<file path="config.mk">
export PLATFORM = sky130hd
export DESIGN_NAME = pmod_acl2_spi_responder
export DESIGN_NICKNAME = d
export VERILOG_FILES = /design/src/rtl/pmod_stand_spi_solo_pkg.sv /design/src/rtl/spi_resp_edge_sync.sv /design/src/rtl/pmod_acl2_spi_responder.sv
export SDC_FILE = /design/constraint.sdc
export NUM_CORES = 1
export LEC_CHECK = 0
export BUFFER_PORTS_ARGS = -buffer_cell sky130_fd_sc_hd__buf_2
export CORE_MARGIN = 5
export CORE_UTILIZATION = 45
export DETAILED_ROUTE_END_ITERATION = 8
export GPL_ROUTABILITY_DRIVEN = 1
export PLACE_DENSITY = 0.63
export SYNTH_ARGS = -nofsm -noshare
export SYNTH_HDL_FRONTEND = slang
export SYNTH_SLANG_ARGS = --single-unit
</file>
<file path="constraint.sdc">
create_clock -name i_clk_20mhz -period 3.5 [get_ports i_clk_20mhz]
set_input_delay 0.525 -clock i_clk_20mhz [delete_from_list [all_inputs] [get_ports i_clk_20mhz]]
set_output_delay 0.525 -clock i_clk_20mhz [all_outputs]
set_load 0.01 [all_outputs]
</file>
<file path="src/rtl/pmod_stand_spi_solo_pkg.sv">
// Shared definitions for the PMOD ACL2 (ADXL362) SPI responder.
// Contents:
//   - SPI command bytes and the soft-reset key
//   - register map addresses
//   - t_pmod_acl2_reg_8 : eight measurement bytes, element [7] = register 0x0E
//   - t_acl2_resp_state : responder FSM states
//   - is_cfg_addr()     : true for the stored config window 0x20..0x2F
package pmod_stand_spi_solo_pkg;

  localparam logic [7:0] c_acl2_cmd_wr         = 8'h0A;
  localparam logic [7:0] c_acl2_cmd_rd         = 8'h0B;
  localparam logic [7:0] c_acl2_soft_reset_key = 8'h52;

  localparam logic [5:0] c_acl2_addr_devid_ad  = 6'h00;
  localparam logic [5:0] c_acl2_addr_devid_mst = 6'h01;
  localparam logic [5:0] c_acl2_addr_partid    = 6'h02;
  localparam logic [5:0] c_acl2_addr_revid     = 6'h03;
  localparam logic [5:0] c_acl2_addr_status    = 6'h0B;
  localparam logic [5:0] c_acl2_addr_meas_lo   = 6'h0E;
  localparam logic [5:0] c_acl2_addr_meas_hi   = 6'h15;
  localparam logic [5:0] c_acl2_addr_soft_rst  = 6'h1F;
  localparam logic [5:0] c_acl2_addr_cfg_lo    = 6'h20;
  localparam logic [5:0] c_acl2_addr_intmap1   = 6'h2A;
  localparam logic [5:0] c_acl2_addr_intmap2   = 6'h2B;
  localparam logic [5:0] c_acl2_addr_cfg_hi    = 6'h2F;

  typedef logic [7:0][7:0] t_pmod_acl2_reg_8;

  typedef enum logic [2:0] {
    ST_IDLE,
    ST_CMD,
    ST_ADDR,
    ST_DATA,
    ST_IGNORE
  } t_acl2_resp_state;

  // Config window 0x20..0x2F is exactly the addresses with [5:4] == 2'b10.
  function automatic logic is_cfg_addr(input logic [5:0] addr);
    return (addr[5:4] == 2'b10);
  endfunction

endpackage

</file>
<file path="src/rtl/spi_resp_edge_sync.sv">
// Brings the asynchronous SPI pins into the i_clk_20mhz domain.
// Every pin passes a 2-FF synchronizer; SCK and CSN get a third stage, and
// their edge pulses are registered from the 2nd/3rd stage comparison so each
// pulse is exactly one clock wide.
// Ports:
//   i_clk_20mhz, i_rstn_20mhz : clock, asynchronous active-low reset
//   ei_sck, ei_csn, ei_copi   : raw SPI pins
//   sck_rise, sck_fall        : one-clock SCK edge pulses
//   csn_fall, csn_rise        : one-clock CSN edge pulses
//   csn_sync                  : synchronized CSN level (aligned with pulses)
//   copi_sync                 : synchronized COPI level
module spi_resp_edge_sync (
  input  logic i_clk_20mhz,
  input  logic i_rstn_20mhz,
  input  logic ei_sck,
  input  logic ei_csn,
  input  logic ei_copi,
  output logic sck_rise,
  output logic sck_fall,
  output logic csn_fall,
  output logic csn_rise,
  output logic csn_sync,
  output logic copi_sync
);

  localparam int n_chan = 3;
  // Idle levels, ordered {copi, csn, sck}: CSN idles high so no false
  // csn_fall appears when reset is released.
  localparam logic [n_chan-1:0] c_idle = 3'b010;

  logic [n_chan-1:0] pin_raw;
  logic [n_chan-1:0] pin_sync;

  assign pin_raw = {ei_copi, ei_csn, ei_sck};

  genvar gi;
  generate
    for (gi = 0; gi < n_chan; gi++) begin : g_sync
      logic meta_reg;
      logic sync_reg;

      always_ff @(posedge i_clk_20mhz or negedge i_rstn_20mhz) begin
        if (!i_rstn_20mhz) begin
          meta_reg <= c_idle[gi];
          sync_reg <= c_idle[gi];
        end else begin
          meta_reg <= pin_raw[gi];
          sync_reg <= meta_reg;
        end
      end

      assign pin_sync[gi] = sync_reg;
    end
  endgenerate

  // Third stage for {csn, sck} plus the registered edge pulses.
  logic [1:0] dly_reg;
  logic       sck_rise_reg;
  logic       sck_fall_reg;
  logic       csn_fall_reg;
  logic       csn_rise_reg;

  always_ff @(posedge i_clk_20mhz or negedge i_rstn_20mhz) begin
    if (!i_rstn_20mhz) begin
      dly_reg      <= c_idle[1:0];
      sck_rise_reg <= 1'b0;
      sck_fall_reg <= 1'b0;
      csn_fall_reg <= 1'b0;
      csn_rise_reg <= 1'b0;
    end else begin
      dly_reg      <= pin_sync[1:0];
      sck_rise_reg <=  pin_sync[0] & ~dly_reg[0];
      sck_fall_reg <= ~pin_sync[0] &  dly_reg[0];
      csn_rise_reg <=  pin_sync[1] & ~dly_reg[1];
      csn_fall_reg <= ~pin_sync[1] &  dly_reg[1];
    end
  end

  assign sck_rise  = sck_rise_reg;
  assign sck_fall  = sck_fall_reg;
  assign csn_fall  = csn_fall_reg;
  assign csn_rise  = csn_rise_reg;
  assign csn_sync  = dly_reg[1];
  assign copi_sync = pin_sync[2];

endmodule

</file>
<file path="src/rtl/pmod_acl2_spi_responder.sv">
// SPI-target emulation of the ADXL362 behind a PMOD ACL2.
// Decodes Mode-0 read (0x0B) and write (0x0A) bursts, serves a 64-byte
// register map on CIPO and drives INT1/INT2 from STATUS and INTMAP1/2.
// Ports:
//   i_clk_20mhz, i_rstn_20mhz : clock (>= 8x SCK), asynchronous active-low reset
//   ei_sck, ei_csn, ei_copi   : SPI pins from the initiator (asynchronous)
//   eo_cipo_o, eo_cipo_t      : CIPO data and tristate control (1 = high-Z)
//   eo_int1, eo_int2          : interrupt levels
//   i_meas_data               : registers 0x0E..0x15, 0x0E in [63:56]
//   i_status                  : register 0x0B
//   o_wr_valid/addr/data      : one pulse per committed write byte
//   o_soft_reset              : pulse when 0x52 is written to 0x1F
module pmod_acl2_spi_responder
  import pmod_stand_spi_solo_pkg::*;
#(
  parameter logic [7:0] parm_devid_ad  = 8'hAD,
  parameter logic [7:0] parm_devid_mst = 8'h1D,
  parameter logic [7:0] parm_partid    = 8'hF2,
  parameter logic [7:0] parm_revid     = 8'h01
) (
  input  logic        i_clk_20mhz,
  input  logic        i_rstn_20mhz,
  input  logic        ei_sck,
  input  logic        ei_csn,
  input  logic        ei_copi,
  output logic        eo_cipo_o,
  output logic        eo_cipo_t,
  output logic        eo_int1,
  output logic        eo_int2,
  input  logic [63:0] i_meas_data,
  input  logic [7:0]  i_status,
  output logic        o_wr_valid,
  output logic [5:0]  o_wr_addr,
  output logic [7:0]  o_wr_data,
  output logic        o_soft_reset
);

  logic sck_rise;
  logic sck_fall;
  logic csn_fall;
  logic csn_rise;
  logic csn_sync;
  logic copi_sync;

  spi_resp_edge_sync u_edge_sync (
    .i_clk_20mhz (i_clk_20mhz),
    .i_rstn_20mhz(i_rstn_20mhz),
    .ei_sck      (ei_sck),
    .ei_csn      (ei_csn),
    .ei_copi     (ei_copi),
    .sck_rise    (sck_rise),
    .sck_fall    (sck_fall),
    .csn_fall    (csn_fall),
    .csn_rise    (csn_rise),
    .csn_sync    (csn_sync),
    .copi_sync   (copi_sync)
  );

  t_acl2_resp_state state_reg;
  logic [2:0]       bit_cnt_reg;
  logic [6:0]       shift_in_reg;
  logic [7:0]       shift_out_reg;
  logic             is_wr_reg;
  logic [5:0]       addr_reg;
  t_pmod_acl2_reg_8 snap_reg;
  logic [7:0]       cfg_reg [16];
  logic             cipo_o_reg;
  logic             cipo_t_reg;
  logic             int1_reg;
  logic             int2_reg;
  logic             wr_valid_reg;
  logic [5:0]       wr_addr_reg;
  logic [7:0]       wr_data_reg;
  logic             soft_reset_reg;

  // The byte as it stands once the current COPI bit is shifted in.
  logic [7:0] byte_next;
  logic       byte_done;
  logic [5:0] lookup_addr;
  logic [2:0] meas_idx;
  logic [7:0] rd_byte;

  assign byte_next = {shift_in_reg, copi_sync};
  assign byte_done = (bit_cnt_reg == 3'd7);

  // Only two places load the read shifter: end of the address byte (the
  // address just received) and end of a data byte (the following address).
  assign lookup_addr = (state_reg == ST_ADDR) ? byte_next[5:0] : addr_reg + 6'd1;
  assign meas_idx    = 3'(lookup_addr - c_acl2_addr_meas_lo);

  always_comb begin
    rd_byte = 8'h00;
    if (lookup_addr == c_acl2_addr_devid_ad) begin
      rd_byte = parm_devid_ad;
    end else if (lookup_addr == c_acl2_addr_devid_mst) begin
      rd_byte = parm_devid_mst;
    end else if (lookup_addr == c_acl2_addr_partid) begin
      rd_byte = parm_partid;
    end else if (lookup_addr == c_acl2_addr_revid) begin
      rd_byte = parm_revid;
    end else if (lookup_addr == c_acl2_addr_status) begin
      rd_byte = i_status;
    end else if (lookup_addr >= c_acl2_addr_meas_lo && lookup_addr <= c_acl2_addr_meas_hi) begin
      rd_byte = snap_reg[3'd7 - meas_idx];
    end else if (is_cfg_addr(lookup_addr)) begin
      rd_byte = cfg_reg[lookup_addr[3:0]];
    end
  end

  always_ff @(posedge i_clk_20mhz or negedge i_rstn_20mhz) begin
    if (!i_rstn_20mhz) begin
      state_reg      <= ST_IDLE;
      bit_cnt_reg    <= 3'd0;
      shift_in_reg   <= 7'd0;
      shift_out_reg  <= 8'h00;
      is_wr_reg      <= 1'b0;
      addr_reg       <= 6'd0;
      snap_reg       <= '0;
      cipo_o_reg     <= 1'b0;
      cipo_t_reg     <= 1'b1;
      int1_reg       <= 1'b0;
      int2_reg       <= 1'b0;
      wr_valid_reg   <= 1'b0;
      wr_addr_reg    <= 6'd0;
      wr_data_reg    <= 8'h00;
      soft_reset_reg <= 1'b0;
      for (int i = 0; i < 16; i++) begin
        cfg_reg[i] <= 8'h00;
      end
    end else begin
      wr_valid_reg   <= 1'b0;
      soft_reset_reg <= 1'b0;
      cipo_t_reg     <= csn_sync;

      // Bit 7 of INTMAPn inverts the output (active-low interrupt).
      int1_reg <= (|(cfg_reg[c_acl2_addr_intmap1[3:0]][6:0] & i_status[6:0]))
                  ^ cfg_reg[c_acl2_addr_intmap1[3:0]][7];
      int2_reg <= (|(cfg_reg[c_acl2_addr_intmap2[3:0]][6:0] & i_status[6:0]))
                  ^ cfg_reg[c_acl2_addr_intmap2[3:0]][7];

      if (csn_rise) begin
        // Chip-select release beats a coincident SCK edge; partial bytes die here.
        state_reg   <= ST_IDLE;
        bit_cnt_reg <= 3'd0;
        cipo_o_reg  <= 1'b0;
      end else begin
        case (state_reg)
          ST_IDLE: begin
            if (csn_fall) begin
              state_reg   <= ST_CMD;
              bit_cnt_reg <= 3'd0;
              snap_reg    <= i_meas_data;
            end
          end

          ST_CMD: begin
            if (sck_fall) begin
              cipo_o_reg <= 1'b0;
            end
            if (sck_rise) begin
              bit_cnt_reg  <= bit_cnt_reg + 3'd1;
              shift_in_reg <= byte_next[6:0];
              if (byte_done) begin
                if (byte_next == c_acl2_cmd_wr) begin
                  state_reg <= ST_ADDR;
                  is_wr_reg <= 1'b1;
                end else if (byte_next == c_acl2_cmd_rd) begin
                  state_reg <= ST_ADDR;
                  is_wr_reg <= 1'b0;
                end else begin
                  state_reg <= ST_IGNORE;
                end
              end
            end
          end

          ST_ADDR: begin
            if (sck_fall) begin
              cipo_o_reg <= 1'b0;
            end
            if (sck_rise) begin
              bit_cnt_reg  <= bit_cnt_reg + 3'd1;
              shift_in_reg <= byte_next[6:0];
              if (byte_done) begin
                addr_reg  <= byte_next[5:0];
                state_reg <= ST_DATA;
                if (!is_wr_reg) begin
                  shift_out_reg <= rd_byte;
                end
              end
            end
          end

          ST_DATA: begin
            if (sck_fall) begin
              if (is_wr_reg) begin
                cipo_o_reg <= 1'b0;
              end else begin
                cipo_o_reg    <= shift_out_reg[7];
                shift_out_reg <= {shift_out_reg[6:0], 1'b0};
              end
            end
            if (sck_rise) begin
              bit_cnt_reg  <= bit_cnt_reg + 3'd1;
              shift_in_reg <= byte_next[6:0];
              if (byte_done) begin
                addr_reg <= addr_reg + 6'd1;
                if (is_wr_reg) begin
                  wr_valid_reg <= 1'b1;
                  wr_addr_reg  <= addr_reg;
                  wr_data_reg  <= byte_next;
                  if (is_cfg_addr(addr_reg)) begin
                    cfg_reg[addr_reg[3:0]] <= byte_next;
                  end else if (addr_reg == c_acl2_addr_soft_rst &&
                               byte_next == c_acl2_soft_reset_key) begin
                    soft_reset_reg <= 1'b1;
                    for (int i = 0; i < 16; i++) begin
                      cfg_reg[i] <= 8'h00;
                    end
                  end
                end else begin
                  shift_out_reg <= rd_byte;
                end
              end
            end
          end

          ST_IGNORE: begin
            cipo_o_reg <= 1'b0;
          end

          default: begin
            state_reg <= ST_IDLE;
          end
        endcase
      end
    end
  end

  assign eo_cipo_o    = cipo_o_reg;
  assign eo_cipo_t    = cipo_t_reg;
  assign eo_int1      = int1_reg;
  assign eo_int2      = int2_reg;
  assign o_wr_valid   = wr_valid_reg;
  assign o_wr_addr    = wr_addr_reg;
  assign o_wr_data    = wr_data_reg;
  assign o_soft_reset = soft_reset_reg;

endmodule
</file>
### Word level (Yosys, flattened, before mapping)

Cells that the tools add are included.
W data, S select, Z words.

* add/sub/neg operators: 4
* multiply operators: 0
* divide/modulo/power cells: 0
* $lt $le $gt $ge: 6
* eq/ne operators: 29
* shift-type cells: 0
* mux-type cells: 64
* bitwise operators: 15
* reductions and logical operators: 25

Operators with widths (count)
* $mux W128: 2
* $mux W8: 19
* $bwmux W128: 1
* $mux W3: 11
* $bmux W8 S4: 1
* $demux W8 S4: 1
* $mux W6: 5
* $bmux W8 S3: 1
* $mux W1: 18
* $ne A3 B1 Y1 const B: 6
* $reduce_and A6 Y1: 3
* $eq A8 B4 Y1 const B: 2
* $pmux W8 S2: 1
* $reduce_and A5 Y1: 3
* $and A7 B7 Y7: 2
* $reduce_or A7 Y1: 2
* $eq A6 B2 Y1 const B: 2
* $pmux W3 S4: 1
* $pmux W6 S2: 1
* $reduce_and A3 Y1: 4
* $ge A5 B5 Y1 const B: 2
* $not A4 Y5: 2
* $eq A8 B7 Y1 const B: 1
* $add A6 B1 Y6 const B: 1
* other kinds (30): 51

* register bits: 252
* bits in latches: 0
* RAM bits: 0
* ROM bits: 0
* bits of input ports: 77
* output and inout bits: 20
* word-level logic and storage cells: 192
* memories: 0

### Logic depth before layout (Yosys ltp)

Gate-level depths: netlist (run 1).

* depth after elaboration: 17
* gate-level depth with buffers: 13
* depth with buffers taken out: 9

### By module

From an unflattened synthesis (run 1), not the netlist that was laid out.

* cell total of the unflattened synthesis: 1216
* area, all modules: 12049.1 µm²

By module, submodules not included
* pmod_acl2_spi_responder: times used 1, cells an instance 1200, area an instance 11710.0 µm², seq. area each 6007.0 µm²
* spi_resp_edge_sync: times used 1, cells an instance 16, area an instance 339.1 µm², seq. area each 304.0 µm²

### Worst setup path after synthesis (run 1)

Ideal clock, no wire load.

* kind: register to register
* start point: reg addr_reg[0]
* end point: reg shift_out_reg[0]
* setup time: 76 ps
* arrival: 3278 ps
* data required time: 3424 ps
* slack: 145 ps
* cell stages (with the launch flop): 14
* path buffers: 4
* clock period less this slack: 3355 ps
* cells stage by stage: dfrtp_1 > clkbuf_1 > buf_1 > inv_1 > ha_1 > buf_2 > xnor3_1 > mux2i_2 > buf_4 > a221oi_1 > o41ai_1 > nand4_1 > o211a_1 > o21ai_1

* word-level cells in the longest chain between the ends: 17
* elaborated cells on any way between the ends: 33
* those cells by class: add/sub: 3; order compare: 2; eq/ne: 5; mux: 20; bitwise: 1; reduce/logical: 2

RTL lines
* from (decl): line pmod_acl2_spi_responder.sv:64 `logic [5:0] addr_reg;`
* from (signal assigned): line pmod_acl2_spi_responder.sv:185 `addr_reg <= byte_next[5:0];`
* from (signal assigned): line pmod_acl2_spi_responder.sv:207 `addr_reg <= addr_reg + 6'd1;`
* $add A6 B1 Y6 *: line pmod_acl2_spi_responder.sv:88 `assign lookup_addr = (state_reg == ST_ADDR) ? byte_next[5:0] : addr_reg + 6'd1;`
* $mux W6 *: line pmod_acl2_spi_responder.sv:88
* branches (longest 10 deep; another with $sub A3 B3 Y3)
* $mux W8 *: line pmod_acl2_spi_responder.sv:93 `if (lookup_addr == c_acl2_addr_devid_ad) begin`
* $mux W8, on equally long branches: line pmod_acl2_spi_responder.sv:208, pmod_acl2_spi_responder.sv:187
* $mux W8, on equally long branches: line pmod_acl2_spi_responder.sv:206, pmod_acl2_spi_responder.sv:184
* $mux W8, on equally long branches: line pmod_acl2_spi_responder.sv:203, pmod_acl2_spi_responder.sv:181
* $pmux W8 S2 *: line pmod_acl2_spi_responder.sv:147 `case (state_reg)`
* to (signal assigned): line pmod_acl2_spi_responder.sv:188 `shift_out_reg <= rd_byte;`
* to (signal assigned): line pmod_acl2_spi_responder.sv:200 `shift_out_reg <= {shift_out_reg[6:0], 1'b0};`
* to (signal assigned): line pmod_acl2_spi_responder.sv:222 `shift_out_reg <= rd_byte;`
* to (decl): line pmod_acl2_spi_responder.sv:62 `logic [7:0] shift_out_reg;`

Every way passes the cells marked *. The select of a mux whose other input is x is not followed.
A chain may end at the register's enable or synchronous reset.

### Worst setup path after layout (run 1)

* start point: reg state_reg[2]
* end point: reg shift_out_reg[7]

* word-level cells in the longest chain between the ends: 17
* elaborated cells on any way between the ends: 39
* those cells by class: add/sub: 2; order compare: 2; eq/ne: 10; mux: 20; bitwise: 1; reduce/logical: 4

RTL lines
* from (decl): line pmod_acl2_spi_responder.sv:59 `t_acl2_resp_state state_reg;`
* from (signal assigned): line pmod_acl2_spi_responder.sv:112 `state_reg <= ST_IDLE;`
* from (signal assigned): line pmod_acl2_spi_responder.sv:143 `state_reg <= ST_IDLE;`
* from (signal assigned): line pmod_acl2_spi_responder.sv:150 `state_reg <= ST_CMD;`
* branches (longest 17 deep; another with $sub A3 B3 Y3)

Parallel ways; which one is timed is not known. The select of a mux whose other input is x is not followed.

==> results of run 1 <==
-- stage by stage --
stage	cells	hold slack [ps]	area (um2)	util, %	power [W]
floorplan	1102	229.4	12200	-	0.004476
global placement	1516	331.6	13180	49.16	0.004854
detailed placement	1516	336.3	13180	49.16	0.004890
CTS	1567	71.59	14170	52.88	0.008012
global route	1567	75.29	14170	52.88	0.008309
finish	1567	87.42	14170	52.88	0.007957
-- metal layers --
layer  share of wire (%)  vias up  GRT usage, %
li1                    -     4301             -
met2                  44      370         33.15
met4                 2.9        0         5.827
met5                   0        -             0
met3                 7.2       70         4.435
met1                  46     4670         33.84
-- cells in the mapped netlist (20+ instances only) --
cell | instances | area share [%]
a211oi_1 | 22 | 1.4
nor2_1 | 31 | 0.95
nand2_1 | 136 | 4.2
o21ai_0 | 20 | 0.82
o2bb2ai_1 | 129 | 9.3
a21oi_1 | 29 | 1.2
inv_1 | 34 | 1.0
mux2i_1 | 45 | 3.7
buf_2 | 26 | 1.1
dfrtp_1 | 248 | 51
clkbuf_1 | 35 | 1.1
mux2_2 | 95 | 8.8
nand3_1 | 59 | 2.4
-- layout make-up --
| type | instances | share of cell area, % |
|---|---|---|
| sequential | 252 | 44.53 |
| multi-input combinational | 747 | 38.55 |
| timing repair buffer | 143 | 6.057 |
| clock buffer | 42 | 5.960 |
| tap | 341 | 3.011 |
| clock inverter | 8 | 0.9889 |
| inverter | 34 | 0.9006 |
-- cell families (layout without fill, tap and decap cells) --
family	Yosys count	in the layout	share of synthesized area (%)
AO/OA/AOI/OAI	302	302	19.02
XOR/XNOR	8	8	0.6870
adder cells (fa/ha/maj)	6	6	0.6152
buffers and inverters	103	227	3.620
flip-flops	252	252	51.72
multiplexers	145	145	13.25
AND/OR/NAND/NOR	286	286	11.08
-- power by group --
| group | leakage, nW | switching [W] | total [W] | internal, W |
|---|---|---|---|---|
| Sequential | 3.33 | 0.000318 | 0.00368 | 0.00336 |
| Combinational | 2.61 | 0.000539 | 0.00116 | 0.000619 |
| Clock | 0.487 | 0.00117 | 0.00312 | 0.00195 |
| Total | 6.43 | 0.00203 | 0.00796 | 0.00593 |
-- how the worst max path moves through the flow --
stage,slack (ps),end,start,depth (start not counted)
after floorplan,150,shift_out_reg[0],addr_reg[0],13
after global placement,270,shift_out_reg[7],state_reg[2],9
after detailed placement,250,shift_out_reg[7],state_reg[2],9
after CTS,240,shift_out_reg[7],state_reg[2],9
after global routing,90,shift_out_reg[3],state_reg[1],12
final,250,shift_out_reg[7],state_reg[2],9
-- repair_timing --
| item | 4_1_cts | 5_1_grt |
|---|---|---|
| hold buffers | 1 | 0 |
| setup buffers | 0 | 0 |
| endpoints found under the hold margin | 68 | 0 |
==> out/qor.yml, run 1 <==
global_routing:
  grt_max_degree: 78
  grt_overflow: 0
  grt_pass1_wl_um: 54890
  grt_pass1_vias: 9369
  grt_antenna_before_repair: 0
  grt_use_total_pct: 22.39
placed_design:
  dp_hpwl_um: 23640
  portBuffers: 96
  gp_congestion: 0.9117
  post-place-ws_ps: 246.1
finish:
  final_cell_mix: "dfrtp_1, nand2_1, o2bb2ai_1"
  final-seq-area_um2: 6311
  multiInputGateArea_um2: 5463
  drive_above_1_share_pct: 24.80
  layout-area-overhead-vs-synth_pct: 16.14
  diodes: 0
  nets: 1289
  largest_reg_flops: 128
  final_common_cell: "dfrtp_1"
  nFillCells: 2355
clocking:
  path_clk_slew_ps: 60
  htreeDepth: 1
  cts_tree: "built"
  ctsResizeCount: 0
  clock-sinks: 252
  cts_buffers: 28
  clk_latency_ps: 540
  clockBufferDepth: 3
  cts_root_buf: "clkbuf_16"
floorplan:
  initial_core_util_pct: 45.53
  dieArea_um2: 30510
  die_h_um: 174.7
  io_pins: 97
  fp.coreArea_um2: 26800
  die_w_um: 174.7
  row_count: 60
sta:
  post-route-period-util_pct: 92.77
  final_hold_viol_count: 0
  report.final.slew_viol_count: 0
  rsz0062_at_grt: "no"
  tightest_slew_ps: 916.1
  setup_tns_ps: 0
  setup_ws_ps: 253.0
  setup_viol: 0
  finalCriticalPeriod_ps: 3247
  fin_worst_skew_ps: 9.843
  fmax_mhz: 308.0
  slew_headroom_pct: 38.78
critical_path:
  rrSetupSlack_ps: 250
  r2r-end: "shift_out_reg[7]"
  cp_slowest_cell: "a21oi_4"
  crit_type: "flop to flop"
  crit_path_start_kind: "flop"
  critPathTopFamily: "compound AO/OA/AOI/OAI gates"
  r2r.worst_path.cells: 9
  worst_path_largest_cell_delay_ps: 650
  cp-end-kind: "flop"
  crit_chain: "or3b_1, a21oi_4, buf_4, buf_4, nand2_1, a311oi_1, a211oi_1, a211oi_1, o31a_1"
  arrival_ps: 3720
  cp_max_fo: 18
  regToRegStartpoint: "state_reg[2]"
  cp.required_ps: 3970
  path_buf_inv: 2
routing:
  ant_nets: 0
  first_pass_iters: 5
  drt_iter0_drc: 892
  vias: 9411
  post-route-drc-count: 0
  routedWlPerCell_um: 22.19
  totalWireLength_um: 34780
  vias_per_cell: 6.006
synthesis:
  yosysWarningCount: 0
  synth-main-ff-cell: "dfrtp_1"
  ys_seq_area_share_pct: 51.72
  synth_seq_cells: 252
  synth_cell_types: 73
  syn_area_um2: 12200
  synthCells: 1102
  syn_nets: 1185
  synth_edf_count: 0
  syn_area_per_cell_um2: 11.07
  synthArstFlopShare_pct: 100.0
power:
  power.leakage_nw: 6.426
  powerDensity_nw_per_um2: 561.5
  vdd_drop_max_mv: 0.4087
status:
  status: "finished, final reports clean"
min_path:
  min_path_cells: 1
  min_to: "u_edge_sync.g_sync[1].meta_reg"
  hp-class: "input pin to flop"
  min-delay-start: "ei_csn"
job:
  max_cap_viol_count: 0
Power figures use the tool's default switching activity.
==> run 2: changes to the inputs <==
--- a/config.mk
+++ b/config.mk
@@ -5,12 +5,14 @@
 export SDC_FILE = /design/constraint.sdc
 export NUM_CORES = 1
 export LEC_CHECK = 0
+export ABC_AREA = 1
 export BUFFER_PORTS_ARGS = -buffer_cell sky130_fd_sc_hd__buf_2
 export CORE_MARGIN = 5
 export CORE_UTILIZATION = 45
 export DETAILED_ROUTE_END_ITERATION = 8
 export GPL_ROUTABILITY_DRIVEN = 1
 export PLACE_DENSITY = 0.63
+export SLEW_MARGIN = 10
 export SYNTH_ARGS = -nofsm -noshare
 export SYNTH_HDL_FRONTEND = slang
 export SYNTH_SLANG_ARGS = --single-unit
==> out/qor.yml, run 2 <==
status:
  status: "finished, violations left"
  failed_checks: "negative hold slack"
clocking:
  htreeDepth: 1  # unchanged
  cts_setup_buffers: 0  # unchanged
  ctsResizeCount: 0  # unchanged
  holdBufCountCts: 0  # -1
  clk_latency_ps: 530  # about the same
  clock-sinks: 252  # unchanged
  clockBufferDepth: 3  # unchanged
  cts_tree: "built"
  cts_buffers: 27  # -3.6%
  path_clk_slew_ps: 60  # about the same
  cts_root_buf: "clkbuf_16"
finish:
  largest_reg_flops: 128  # unchanged
  nFillCells: 2433  # +3.3%
  nets: 1538  # +19%
  fin_util_pct: 53.01  # +0.14 points
  final_common_cell: "nand2_1"
  drive_above_1_share_pct: 19.66  # -5.1 points
  fin_area_um2: 13780  # -2.8%
  final_cell_mix: "nand2_1, dfrtp_1, inv_1"
  diodes: 0  # unchanged
  layout-area-overhead-vs-synth_pct: 16.50
synthesis:
  yosysWarningCount: 0  # unchanged
  synthArstFlopShare_pct: 100.0  # unchanged
  syn_area_um2: 11830  # -3.1%
  synth_most_common_cell: "nand2_1"
  synth_edf_count: 0  # unchanged
  syn_area_per_cell_um2: 8.838  # -20%
  ys_seq_area_share_pct: 53.37  # +1.6 points
  synth_cell_types: 46  # -37%
  synth_top_area_share_pct: 52.48  # +1.6 points
  yosys-top-cells-count: "nand2_1, dfrtp_1, inv_1"
  syn_nets: 1421  # +20%
  synth-main-ff-cell: "dfrtp_1"
  yosysTopAreaCell: "dfrtp_1"
  synthCells: 1338  # +21%
  synth_area_leaders: "dfrtp_1, nand2_1, mux2_2"
  synth_seq_cells: 252  # unchanged
routing:
  first_pass_iters: 5  # unchanged
  drt_iter0_drc: 974  # +9.2%
  vias_per_cell: 5.575  # -7.2%
  routedWlPerCell_um: 19.68  # -11%
  totalWireLength_um: 35630  # +2.5%
  post-route-drc-count: 0  # unchanged
  vias: 10090  # +7.2%
  ant_nets: 0  # unchanged
power:
  p_total_w: 0.01046  # +31%
  powerDensity_nw_per_um2: 759.2  # +35%
  vdd_drop_max_mv: 0.6039  # +48%
  power.leakage_nw: 6.520  # +1.5%
sta:
  setup_ws_ps: 261.8  # +8.833 ps
  report.final.slew_viol_count: 0  # unchanged
  fin_hold_ws_ps: -10.99  # -98.41 ps
  tightest_slew_ps: 878.8  # -37.22 ps
  slew_headroom_pct: 41.27  # +2.5 points
  finalCriticalPeriod_ps: 3238  # -8.833 ps
  fin_worst_skew_ps: 13.37  # +3.526 ps
  fmax_mhz: 308.8  # +0.27%
  final_hold_viol_count: 7  # +7
  post-route-period-util_pct: 92.52  # -0.25 points
  setup_viol: 0  # unchanged
floorplan:
  io_pins: 97  # unchanged
  dieArea_um2: 29620  # -2.9%
  die_h_um: 172.1  # -1.5%
  row_count: 59  # -1.7%
  fp.coreArea_um2: 25980  # -3.0%
  initial_core_util_pct: 45.51  # about the same
  die_w_um: 172.1  # -1.5%
min_path:
  hp-class: "input pin to async pin"
critical_path:
  rrSetupSlack_ps: 260  # about the same
  crit_type: "flop to flop"
  cp_slowest_cell: "nor4_4"
  cp_max_fo: 28  # +10
  worst_path_largest_cell_delay_ps: 470  # -180 ps
  path_buf_inv: 3  # +1
  critPathTopFamily: "simple AND/OR/NAND/NOR gates"
  cp-end-kind: "flop"
  crit_path_start_kind: "flop"
  cp.required_ps: 3870  # -100 ps
  arrival_ps: 3610  # -110 ps
  crit_chain: "ha_1, ha_1, nand2_1, nor4_4, inv_4, nor2_2, nor4b_4, nor2_2, buf_4, a21oi_2, inv_1, nand2_1, o21ai_0"
placed_design:
  portBuffers: 96  # unchanged
  placed_area_um2: 12860  # -2.4%
  gp_congestion: 0.9600  # +5.3%
  post-place-ws_ps: 297.1  # +50.98 ps
  dp_hpwl_um: 25180  # +6.5%
global_routing:
  grt_pass1_vias: 9734  # +3.9%
  grt_use_total_pct: 23.85  # +1.5 points
  grt_overflow: 0  # unchanged
  grt_antenna_before_repair: 0  # unchanged
  grt_pass1_wl_um: 55650  # +1.4%
  grt_max_degree: 85  # +9.0%
job:
  max_cap_viol_count: 0  # unchanged
run 2: cell count changes after synthesis, sizes merged, moves of 46 or more:
cell | previous run | this run
nor2 | 32 | 114
o22ai | 7 | 77
inv | 34 | 146
mux2i | 47 | 1
nand2 | 136 | 315
o21ai | 40 | 165
o2bb2ai | 129 | 0
run 2: cell type report:
class | instances | area [um2] | area share, %
clock buffers | 40 | 784.5 | 5.695
repair buffers | 128 | 780.7 | 5.668
multi-input cells | 899 | 4795 | 34.80
clock inverters | 9 | 131.4 | 0.9537
flip-flops and latches | 252 | 6311 | 45.81
inverters | 147 | 554.3 | 4.024
well taps | 335 | 419.2 | 3.043
run 2: per-layer routing:
layer | up-vias | share of wire, % | GRT usage, %
met4 | 0 | 2.7 | 5.332
met3 | 71 | 9.0 | 4.024
met5 | - | 0 | 0
met2 | 428 | 44 | 36.48
met1 | 4895 | 44 | 35.93
li1 | 4696 | - | -
run 2: power breakdown:
| part | internal, W | leakage (nW) | total, W | switching (W) |
|---|---|---|---|---|
| clock network | 0.00177 | 0.451 | 0.00295 | 0.00118 |
| logic | 0.00137 | 2.78 | 0.00379 | 0.00242 |
| registers | 0.00340 | 3.29 | 0.00372 | 0.000319 |
| total | 0.00654 | 6.52 | 0.0105 | 0.00392 |
run 2: worst paths after layout:
| check | endpoint | cells after the start | startpoint |
|---|---|---|---|
| setup / recovery | cfg_reg[42] | 13 | bit_cnt_reg[0] |
| hold / removal | o_wr_addr[4] | 1 | i_rstn_20mhz |
| setup reg to reg | cfg_reg[42] | 13 | bit_cnt_reg[0] |
| min in group i_clk_20mhz | u_edge_sync.g_sync[1].meta_reg | 1 | ei_csn |
| hold reg to reg | u_edge_sync.g_sync[0].sync_reg | 0 | u_edge_sync.g_sync[0].meta_reg |
| max in group asynchronous | cfg_reg[64] | 2 | i_rstn_20mhz |
run 2: stage by stage:
stage                     cells  hold slack, ps  TNS (ps)
after floorplan            1338           229.4         0
after global placement     1761           333.6         0
after detailed placement   1761           334.7         0
after CTS                  1810           8.999         0
after global routing       1810           28.49    -3.451
final                      1810          -10.99         0
run 2: logic make-up after synthesis:
logic type,Yosys count,synth area share (%)
AND/OR/NAND/NOR,510,18.11
AO/OA/AOI/OAI,323,15.97
flip-flops,252,53.37
buffers and inverters,187,6.211
multiplexers,57,5.417
adder cells (fa/ha/maj),6,0.6348
XOR/XNOR,3,0.2857
==> run 3: changes to the inputs <==
==> constraint.sdc (replaced) <==
create_clock -name i_clk_20mhz -period 3.5 [get_ports i_clk_20mhz]
set_input_delay 0.35 -clock i_clk_20mhz [delete_from_list [all_inputs] [get_ports i_clk_20mhz]]
set_output_delay 0.35 -clock i_clk_20mhz [all_outputs]
set_load 0.01 [all_outputs]
==> out/qor.yml, run 3 (synthesis gave the netlist of run 2 again) <==
critical_path:
  regToRegStartpoint: "bit_cnt_reg[0]"
  arrival_ps: 3540  # -70 ps
  r2r.worst_path.cells: 13  # unchanged
  cp.required_ps: 3910  # +40 ps
  r2r-end: "cfg_reg[42]"
  cp-end-kind: "flop"
  rrSetupSlack_ps: 370  # +100 ps
  crit_type: "flop to flop"
  crit_path_start_kind: "flop"
  cp_max_fo: 28  # unchanged
power:
  vdd_drop_max_mv: 0.5960  # -1.3%
  power.leakage_nw: 6.537  # +0.27%
  powerDensity_nw_per_um2: 759.8  # about the same
placed_design:
  dpl.cell_count: 1761  # unchanged
  post-place-ws_ps: 420.9  # +123.8 ps
  dp_hpwl_um: 25000  # -0.69%
  portBuffers: 96  # unchanged
  gp_congestion: 0.9429  # -1.8%
routing:
  totalWireLength_um: 35760  # +0.36%
  vias_per_cell: 5.524  # -0.91%
  vias: 10030  # -0.58%
  drt_iter0_drc: 801  # -18%
  first_pass_iters: 6  # +1
  post-route-drc-count: 0  # unchanged
  ant_nets: 0  # unchanged
  routedWlPerCell_um: 19.69  # about the same
floorplan:
  io_pins: 97  # unchanged
  fp.coreArea_um2: 25980  # unchanged
  die_w_um: 172.1  # unchanged
  die_h_um: 172.1  # unchanged
  row_count: 59  # unchanged
  dieArea_um2: 29620  # unchanged
  initial_core_util_pct: 45.51  # unchanged
clocking:
  clock-sinks: 252  # unchanged
  htreeDepth: 1  # unchanged
  holdBufCountCts: 4  # +4
  cts_root_buf: "clkbuf_16"
  cts_tree: "built"
  cts_setup_buffers: 0  # unchanged
  ctsResizeCount: 0  # unchanged
  clockBufferDepth: 3  # unchanged
  cts_buffers: 28  # +3.7%
  clk_latency_ps: 540  # about the same
  path_clk_slew_ps: 60  # about the same
finish:
  largest_reg_flops: 128  # unchanged
  drive_above_1_share_pct: 19.58  # -0.080 points
  stdcell_count: 1816  # +0.33%
  nets: 1543  # +0.33%
  final_cell_mix: "nand2_1, dfrtp_1, inv_1"
  diodes: 0  # unchanged
  layout-area-overhead-vs-synth_pct: 16.73
  final_common_cell: "nand2_1"
  fin_util_pct: 53.12  # +0.11 points
sta:
  setup_tns_ps: 0  # unchanged
  fin_worst_skew_ps: 11.91  # -1.456 ps
  setup_ws_ps: 366.2  # +104.5 ps
  rsz0062_at_grt: "no"
  finalCriticalPeriod_ps: 3134  # -104.5 ps
  tightest_slew_ps: 843.3  # -35.53 ps
  slew_headroom_pct: 43.40  # +2.1 points
  setup_viol: 0  # unchanged
  report.final.slew_viol_count: 0  # unchanged
  post-route-period-util_pct: 89.54  # -3.0 points
  final_hold_viol_count: 0  # -7
  fmax_mhz: 319.1  # +3.3%
min_path:
  min_path_cells: 2
  hp-class: "input pin to flop"
  min-delay-start: "i_meas_data[33]"
  min_to: "snap_reg[33]"
status:
  status: "finished, final reports clean"
global_routing:
  grt_pass1_wl_um: 56110  # +0.83%
  grt_max_degree: 98  # +15%
  grt_use_total_pct: 24.10  # +0.25 points
  grt_antenna_before_repair: 0  # unchanged
  grt_overflow: 0  # unchanged
  grt_pass1_vias: 9943  # +2.1%
job:
  max_cap_viol_count: 0  # unchanged
[run 3: how the worst max path moves through the flow]
stage	start	endpoint	depth (start not counted)
after detailed placement	bit_cnt_reg[0]	cfg_reg[41]	13
after CTS	bit_cnt_reg[0]	cfg_reg[42]	13
after global placement	bit_cnt_reg[0]	cfg_reg[47]	13
after floorplan	bit_cnt_reg[0]	cfg_reg[119]	13
after global routing	addr_reg[0]	shift_out_reg[2]	20
final	bit_cnt_reg[0]	cfg_reg[42]	13
[run 3: layout make-up]
type                       instances  area [um2]
clock buffer                      44       842.1
multi-input combinational        899        4795
tap                              335       419.2
clock inverter                     7       88.84
inverter                         147       551.8
fill                            2476       12180
timing repair buffer             132       795.8
sequential                       252        6311
[run 3: critical path, cell delays in order, from the launching register on]
cell	delay, ps
dfrtp_1	370
ha_1	160
ha_1	190
nand2_1	200
nor4_4	400
inv_2	280
nor2_2	200
nor4b_4	270
nor2_2	80
buf_4	260
a21oi_2	260
inv_1	140
nand2_1	80
o21ai_0	80
[run 3: power by group]
part	internal (W)	switching (W)
logic	0.00135	0.00244
clock network	0.00179	0.00118
registers	0.00340	0.000326
total	0.00654	0.00394
[run 3: per-layer routing]
layer	wire length [um]	global-route usage [%]	up-vias	part of all wire, %
met2	16160	37.57	381	45
met3	2460	3.315	74	6.9
met4	1126	6.938	0	3.1
li1	-	-	4708	-
met1	16020	35.47	4868	45
met5	0	0	-	0
[run 3: metrics by stage]
stage                     power, W  area, um2  hold WS, ps
after floorplan           0.006145      11830        54.41
after global placement    0.007437      12830        336.4
after detailed placement  0.007499      12830        340.5
after CTS                  0.01048      13800        26.17
after global routing       0.01110      13800        27.00
final                      0.01049      13800        44.36
